[src/rtl/prpg_pkg.sv]
// rtl/prpg_pkg.sv - shared types and constants for the PRPG batch sequencer
package prpg_pkg;

    typedef logic [7:0] pattern_t;

    typedef enum logic [2:0] {
        ST_IDLE   = 3'd0,
        ST_CONFIG = 3'd1,
        ST_SEED   = 3'd2,
        ST_STEP   = 3'd3,
        ST_STORE  = 3'd4,
        ST_DONE   = 3'd5
    } state_t;

    // Engine select encoding carried on cmd_eng / eng_sel.
    localparam logic ENG_LFSR = 1'b0;
    localparam logic ENG_CA   = 1'b1;

    // Opcodes shared with the instruction decoder.
    localparam logic [3:0] OP_NOP      = 4'h0;
    localparam logic [3:0] OP_RUN      = 4'h1;
    localparam logic [3:0] OP_STORE    = 4'h2;
    localparam logic [3:0] OP_ADD_ADDR = 4'h3;
    localparam logic [3:0] OP_BATCH    = 4'h4;

endpackage

[src/rtl/prpg_batch_sequencer_popcount8.sv]
// rtl/prpg_batch_sequencer_popcount8.sv - combinational 8-bit population count
//
// Ports:
//   data_i  : 8-bit input word
//   count_o : number of set bits in data_i (0..8)
module popcount8
    import prpg_pkg::*;
(
    input  pattern_t     data_i,
    output logic [3:0]   count_o
);

    always_comb begin
        count_o = 4'd0;
        for (int i = 0; i < 8; i++) begin
            count_o = count_o + {3'b000, data_i[i]};
        end
    end

endmodule

[src/rtl/prpg_batch_sequencer.sv]
// rtl/prpg_batch_sequencer.sv - batch command sequencer for the LFSR/CA pattern engines
//
// Ports:
//   clk, rst_n              : clock, asynchronous active-low reset
//   cmd_valid/cmd_ready     : batch command handshake (ready only when idle)
//   cmd_eng/cfg/seed/addr/count : batch fields captured on accept
//   abort                   : end the running batch early
//   eng_sel, eng_cfg_we, eng_seed_we, eng_step, eng_cfg_data, eng_seed_data : engine control
//   eng_q                   : current engine pattern
//   mem_we/mem_addr/mem_wdata : pattern memory write port
//   busy, done, err, hd_sum : status
module prpg_batch_sequencer
    import prpg_pkg::*;
#(
    parameter int MEM_DEPTH = 251,
    parameter int HD_W      = 11
) (
    input  logic            clk,
    input  logic            rst_n,
    input  logic            cmd_valid,
    output logic            cmd_ready,
    input  logic            cmd_eng,
    input  logic [7:0]      cmd_cfg,
    input  logic [7:0]      cmd_seed,
    input  logic [7:0]      cmd_addr,
    input  logic [7:0]      cmd_count,
    input  logic            abort,
    output logic            eng_sel,
    output logic            eng_cfg_we,
    output logic            eng_seed_we,
    output logic            eng_step,
    output logic [7:0]      eng_cfg_data,
    output logic [7:0]      eng_seed_data,
    input  logic [7:0]      eng_q,
    output logic            mem_we,
    output logic [7:0]      mem_addr,
    output logic [7:0]      mem_wdata,
    output logic            busy,
    output logic            done,
    output logic            err,
    output logic [HD_W-1:0] hd_sum
);

    localparam logic [8:0] DEPTH_LIM = 9'(MEM_DEPTH);

    state_t          state_q, state_d;
    logic            sel_q, sel_d;
    pattern_t        cfg_q, cfg_d;
    pattern_t        seed_q, seed_d;
    pattern_t        prev_q, prev_d;
    logic [7:0]      addr_q, addr_d;
    logic [7:0]      cnt_q, cnt_d;
    logic            err_q, err_d;
    logic [HD_W-1:0] hd_q, hd_d;

    logic [3:0]      diff_bits;
    logic            addr_ok;

    popcount8 u_popcount8 (
        .data_i  (eng_q ^ prev_q),
        .count_o (diff_bits)
    );

    assign addr_ok = ({1'b0, addr_q} < DEPTH_LIM);

    always_ff @(posedge clk or negedge rst_n) begin
        if (!rst_n) begin
            state_q <= ST_IDLE;
            sel_q   <= 1'b0;
            cfg_q   <= '0;
            seed_q  <= '0;
            prev_q  <= '0;
            addr_q  <= '0;
            cnt_q   <= '0;
            err_q   <= 1'b0;
            hd_q    <= '0;
        end else begin
            state_q <= state_d;
            sel_q   <= sel_d;
            cfg_q   <= cfg_d;
            seed_q  <= seed_d;
            prev_q  <= prev_d;
            addr_q  <= addr_d;
            cnt_q   <= cnt_d;
            err_q   <= err_d;
            hd_q    <= hd_d;
        end
    end

    always_comb begin
        state_d     = state_q;
        sel_d       = sel_q;
        cfg_d       = cfg_q;
        seed_d      = seed_q;
        prev_d      = prev_q;
        addr_d      = addr_q;
        cnt_d       = cnt_q;
        err_d       = err_q;
        hd_d        = hd_q;
        cmd_ready   = 1'b0;
        eng_cfg_we  = 1'b0;
        eng_seed_we = 1'b0;
        eng_step    = 1'b0;
        mem_we      = 1'b0;
        mem_wdata   = 8'h00;
        done        = 1'b0;

        case (state_q)
            ST_IDLE: begin
                cmd_ready = 1'b1;
                if (cmd_valid) begin
                    sel_d   = cmd_eng;
                    cfg_d   = cmd_cfg;
                    seed_d  = cmd_seed;
                    addr_d  = cmd_addr;
                    cnt_d   = cmd_count;
                    err_d   = 1'b0;
                    hd_d    = '0;
                    state_d = ST_CONFIG;
                end
            end
            ST_CONFIG: begin
                eng_cfg_we = 1'b1;
                state_d    = abort ? ST_DONE : ST_SEED;
            end
            ST_SEED: begin
                eng_seed_we = 1'b1;
                prev_d      = seed_q;
                state_d     = (abort || cnt_q == 8'd0) ? ST_DONE : ST_STEP;
            end
            ST_STEP: begin
                eng_step = 1'b1;
                state_d  = abort ? ST_DONE : ST_STORE;
            end
            ST_STORE: begin
                // The write (or its suppression) always completes, even under abort.
                mem_wdata = eng_q;
                mem_we    = addr_ok;
                if (!addr_ok) begin
                    err_d = 1'b1;
                end
                hd_d    = hd_q + HD_W'(diff_bits);
                prev_d  = eng_q;
                addr_d  = addr_q + 8'd1;
                cnt_d   = cnt_q - 8'd1;
                state_d = (abort || cnt_d == 8'd0) ? ST_DONE : ST_STEP;
            end
            ST_DONE: begin
                done    = 1'b1;
                state_d = ST_IDLE;
            end
            default: begin
                state_d = ST_IDLE;
            end
        endcase
    end

    assign eng_sel       = sel_q;
    assign eng_cfg_data  = cfg_q;
    assign eng_seed_data = seed_q;
    assign mem_addr      = addr_q;
    assign busy          = (state_q != ST_IDLE);
    assign err           = err_q;
    assign hd_sum        = hd_q;

endmodule

[config.mk]
export PLATFORM = sky130hd
export DESIGN_NAME = prpg_batch_sequencer
export DESIGN_NICKNAME = d
export VERILOG_FILES = /design/src/rtl/prpg_pkg.sv /design/src/rtl/prpg_batch_sequencer_popcount8.sv /design/src/rtl/prpg_batch_sequencer.sv
export SDC_FILE = /design/constraint.sdc
export NUM_CORES = 1
export LEC_CHECK = 0
export ABC_AREA = 1
export BUFFER_PORTS_ARGS = -buffer_cell sky130_fd_sc_hd__clkbuf_2
export CORE_MARGIN = 2
export CORE_UTILIZATION = 40
export CTS_BUF_LIST = sky130_fd_sc_hd__clkbuf_8
export CTS_CLUSTER_SIZE = 24
export DETAILED_ROUTE_END_ITERATION = 10
export GPL_ROUTABILITY_DRIVEN = 0
export PLACE_DENSITY = 0.71
export SETUP_SLACK_MARGIN = 0.05
export SLEW_MARGIN = 20
export SYNTH_ARGS = -nofsm -noshare
export SYNTH_HDL_FRONTEND = slang
export SYNTH_SLANG_ARGS = --single-unit
[constraint.sdc]
create_clock -name clk -period 4.39 [get_ports clk]
set_input_delay 0.2195 -clock clk [delete_from_list [all_inputs] [get_ports clk]]
set_output_delay 0.2195 -clock clk [all_outputs]
set_load 0.01 [all_outputs]
---- Yosys cells after proc, flatten, opt, wreduce, memory -nomap -nowiden ----
Cells that the tools add are included.
storage, ports and cells
  flip-flop bits (word level) ............. 56
  output and inout bits ................... 52
  input bits .............................. 45
operators by class
  bitwise gates (word level) .............. 1
  multiplexer cells ....................... 23
  magnitude comparators ................... 1
  reductions and logical operators ........ 11
  add/subtract/negate cells ............... 10
  equal/unequal tests ..................... 7
operators with widths
  cell                   number
  $pmux W8 S2            3
  $add A4 B1 Y4          6
  $mux W8                3
  $pmux W11 S2           1
  $logic_not A8 Y1       2
  $pmux W3 S5            1
  $mux W3                4
  $add A11 B4 Y11        1
  $mux W11               1
  $mux W1                9
  $add A8 B1 Y8 const B  1
  $lt A8 B8 Y1 const B   1
  $sub A8 B1 Y8 const B  1
  $xor A8 B8 Y8          1
  $eq A3 B2 Y1 const B   2
  $eq A3 B3 Y1 const B   2
  $ne A2 B2 Y1 const B   2
  $reduce_and A2 Y1      2
  $reduce_bool A2 Y1     2
  $eq A3 B1 Y1 const B   1
  $logic_not A3 Y1       1
  $reduce_and A3 Y1      1
  $reduce_bool A3 Y1     1
  $add A1 B1 Y2          1
  2 further kinds        3

---- Logic depth before layout (Yosys ltp) ----
  depth in word-level cells ............... 10
  gate-level depth with buffers ........... 18

---- By module ----
A second synthesis with hierarchy kept.
second synthesis, totals
  cell total of the unflattened synthesis .. 410
  area total of the unflattened synthesis .. 3246.9 µm²
by module, submodules not included
  module                cells an instance  area each (µm²)  instances
  prpg_batch_sequencer  381                3045.4           1
  popcount8             29                 201.4            1

---- Worst setup path after synthesis ----
Ideal clock, no wire load.
  path type ............................... register to register
  start point ............................. reg prev_q[0]
  end point ............................... reg hd_q[10], in the netlist hd_sum[10]
  data arrival time ....................... 3821 ps
  clock period less this slack ............ 3941 ps
  required time ........................... 4270 ps
  slack ................................... 449 ps
  cell stages (with the launch flop) ...... 18
  cells stage by stage .................... dfrtp_1 -> xor2_1 -> ha_1 -> fa_1 -> inv_1 -> fa_1 -> fa_1 -> fa_1 -> inv_1 -> fa_1 -> nand3_1 -> nand3_1 -> nand2_1 -> nor2_1 -> nand4_1 -> nand2_1 -> o21ai_0 -> inv_1
between the ends
  longest elaborated chain between the ends .. 10
ends and longest elaborated chain
  element                      RTL line                              source
  start: declaration           prpg_batch_sequencer.sv:50            pattern_t prev_q, prev_d;
  start signal: assignment     prpg_batch_sequencer.sv:82            prev_q <= prev_d;
  $xor A8 B8 Y8                prpg_batch_sequencer.sv:60            .data_i (eng_q ^ prev_q),
  $add A1 B1 Y2                prpg_batch_sequencer_popcount8.sv:16  count_o = count_o + {3'b000, data_i[i]};
  $add A4 B1 Y4 (6 in series)  prpg_batch_sequencer_popcount8.sv:16
  $add A11 B4 Y11              prpg_batch_sequencer.sv:142           hd_d = hd_q + HD_W'(diff_bits);
  $pmux W11 S2                 prpg_batch_sequencer.sv:108           case (state_q)
  end signal: assignment       prpg_batch_sequencer.sv:76            hd_q <= '0;
  end signal: assignment       prpg_batch_sequencer.sv:86            hd_q <= hd_d;
  end: declaration             prpg_batch_sequencer.sv:54            logic [HD_W-1:0] hd_q, hd_d;
No other way between the ends.
A chain may end at the register's enable or synchronous reset.

---- Final worst setup path ----
Same ends and word-level chain as after synthesis.

==> metrics.yaml <==
clock_tree:
  cts_max_path_buffers: 2
  cts.clk_slew.worst_paths_ns: 0.10
  cts_tree: "yes"
  cts_resized: 0
  cts-hold-fix-buffers: 0
  postCtsSetupBuffers: 0
  clock-sinks: 56
  cts_inserted_buffers: 5
  h-tree-depth: 2
  clkLatencyLatePin_ns: 0.31
  root_buffer: "clkbuf_8"
timing:
  tightest_slew_ns: 0.711
  fin_skew_ns: 0.00917
  setup_viol: 0
  report.final.slew_viol_count: 0
  tns_ns: 0
  slew_headroom: 0.526
  rsz0062_at_grt: "false"
  final-hold-violation-count: 0
  min_period_ns: 4.15
  clock.fmax_ghz: 0.241
  fin_crit_sh: 0.944
synthesis:
  synth_top_area_cell: "dfrtp_1"
  avgSynthCellArea_sq_um: 8.22
  postSynth.asyncResetShare: 1.00
  syn-num-nets: 450
  ys_types: 33
  yosysWarningCount: 0
  synth_top_flop_cell: "dfrtp_1"
  synthTopCellsByCount: "106 x nand2_1, 56 x dfrtp_1, 54 x inv_1"
  synth_cells: 390
  synth_edf_count: 0
  synth_area_leaders: "dfrtp_1 44%, nand2_1 12%, inv_1 6.3%"
  yosys.area.top_type_share: 0.437
  ys_seq_area_frac: 0.437
  synth.most_common_cell: "nand2_1"
  syn_area_sq_um: 3210
  synth_seq_cells: 56
worst_setup_path:
  r2r_start: "prev_q[0]"
  cp-end-kind: "flop"
  critPathKind: "reg -> reg"
  worstReg2RegEnd: "hd_sum[10]"
  crit_arrival_ns: 4.35
  rr_worst_depth: 17
  crit_path_start_kind: "flop"
  cp_max_fo: 3
  required_ns: 4.59
  rrSetupSlack_ns: 0.24
finish:
  nets: 542
  area_growth_pct: 19.4
  fill_cells: 784
  antenna_cells: 0
  fin_cells: 585
  multi_input_area_sq_um: 1500
  seqCellArea_sq_um: 1400
  fin_area_sq_um: 3830
  drive_gt1_frac: 0.248
floorplanning:
  fp.dieH_microns: 93.5
  coreArea_sq_um: 7770
  die_w_microns: 93.5
  placementRows: 32
  die-area_sq_um: 8750
  initial_core_util: 0.413
  ios: 97
drt:
  vias_per_cell: 4.97
  drt_iter0_drc: 112
  via_count: 2905
  drtAntennaViolNets: 0
  dr.pass1.iters: 4
  post_drt_wl_per_cell_microns: 12.8
  drc_errors: 0
  wl_microns: 7490
run_status:
  status: "complete, no violations"
power:
  p_leak_nw: 2.06
  ir_drop_uv: 311
  powerDensity_nw_per_um2: 766
global_route:
  grt-ovfl-total: 0
  grt_antenna_before_repair: 0
  grt_max_degree: 57
  grt_usage: 0.181
  first_global_vias: 2834
  grt_pass1_wl_microns: 12800
placement:
  placed_area_sq_um: 3730
  dp.final_hpwl_microns: 5470
  port_buffers: 96
  dp_cells: 577
run:
  max-cap-violations: 0
worst_hold_path:
  hold_path.class: "in -> async"
worst max-delay path, stage by stage, from the launching register on:
cell and delay [ns]:
dfrtp_1 0.41, xor2_1 0.15, ha_1 0.32, fa_1 0.54, inv_1 0.05, fa_1 0.50, fa_1 0.47, fa_1 0.49
inv_1 0.06, fa_1 0.44, nand3_1 0.11, nand3_1 0.11, nand2_2 0.11, nor2_2 0.04, nand4_1 0.07, nand2_1 0.05
o21ai_0 0.06, inv_1 0.05
report_power, final:
group | internal, mW | switching (mW) | leakage (nW)
combinational | 0.696 | 1.03 | 1.31
sequential | 0.737 | 0.184 | 0.703
clock | 0.112 | 0.173 | 0.0479
total | 1.54 | 1.39 | 2.06
stage by stage:
| step | hold slack [ns] | worst slack, ns | util | power [mW] |
|---|---|---|---|---|
| 2_1_floorplan | -0.0761 | 0.449 | - | 2.21 |
| 3_3_place_gp | 0.407 | 0.301 | 0.480 | 2.61 |
| 6_report | 0.0343 | 0.245 | 0.493 | 2.93 |
| 4_1_cts | 0.0678 | 0.210 | 0.491 | 2.97 |
| 3_5_place_dp | 0.416 | 0.238 | 0.480 | 2.68 |
| 5_1_grt | 0.0845 | 0.0523 | 0.493 | 3.25 |
how the worst max path moves through the flow:
| stage | start | endpoint | slack (ns) | cells after the start |
|---|---|---|---|---|
| after floorplan | prev_q[0] | hd_sum[10] | 0.45 | 17 |
| after global placement | prev_q[0] | hd_sum[10] | 0.30 | 16 |
| after detailed placement | prev_q[0] | hd_sum[10] | 0.24 | 16 |
| after CTS | prev_q[0] | hd_sum[10] | 0.21 | 16 |
| after global routing | prev_q[0] | hd_sum[10] | 0.05 | 16 |
| final | prev_q[0] | hd_sum[10] | 0.24 | 17 |
cell usage in the layout (no fill, tap or decap), drive strengths merged:
cell      n
a21oi     7
a221oi    3
a22o      3
a22oi     4
buf       1
clkbuf  101
clkinv    3
dfrtp    56
fa        5
ha       10
inv      59
nand2   108
nand3    25
nand4     6
nor2     25
nor3      5
nor3b     1
nor4      2
o211ai   14
o21ai    28
o221ai    1
o22ai     3
xnor2     7
xor2      6
sequential cells by signal (all words and copies together) (netlist names):
| signal | count |
|---|---|
| cnt_q | 8 |
| hd_sum | 11 |
| eng_cfg_data | 8 |
| prev_q | 8 |
| err | 1 |
| eng_sel | 1 |
| mem_addr | 8 |
| state_q | 3 |
| eng_seed_data | 8 |
area by class of cell:
type	instances	share of cell area
multi-input combinational	263	0.391
inverter	59	0.0592
tap	102	0.0333
clock buffer	5	0.0180
sequential	56	0.366
clock inverter	3	0.00490
timing repair buffer	97	0.127
cells by family (layout without fill, tap and decap cells):
group,Yosys count,in the layout,synth area share
fa+ha+maj,15,15,0.0702
buf+inv,71,164,0.101
simple gates,172,172,0.235
xor+xnor,13,13,0.0355
flops,56,56,0.437
compound gates,63,63,0.122
metal layers:
metal / vias up / GRT usage / part of all wire
met1: 1370 / 0.223 / 0.45
li1: 1446 / - / -
met3: 9 / 0.0330 / 0.049
met2: 80 / 0.327 / 0.49
met5: - / 0 / 0
met4: 0 / 0.0411 / 0.011
No activity file was read; power rests on OpenSTA's default activity.
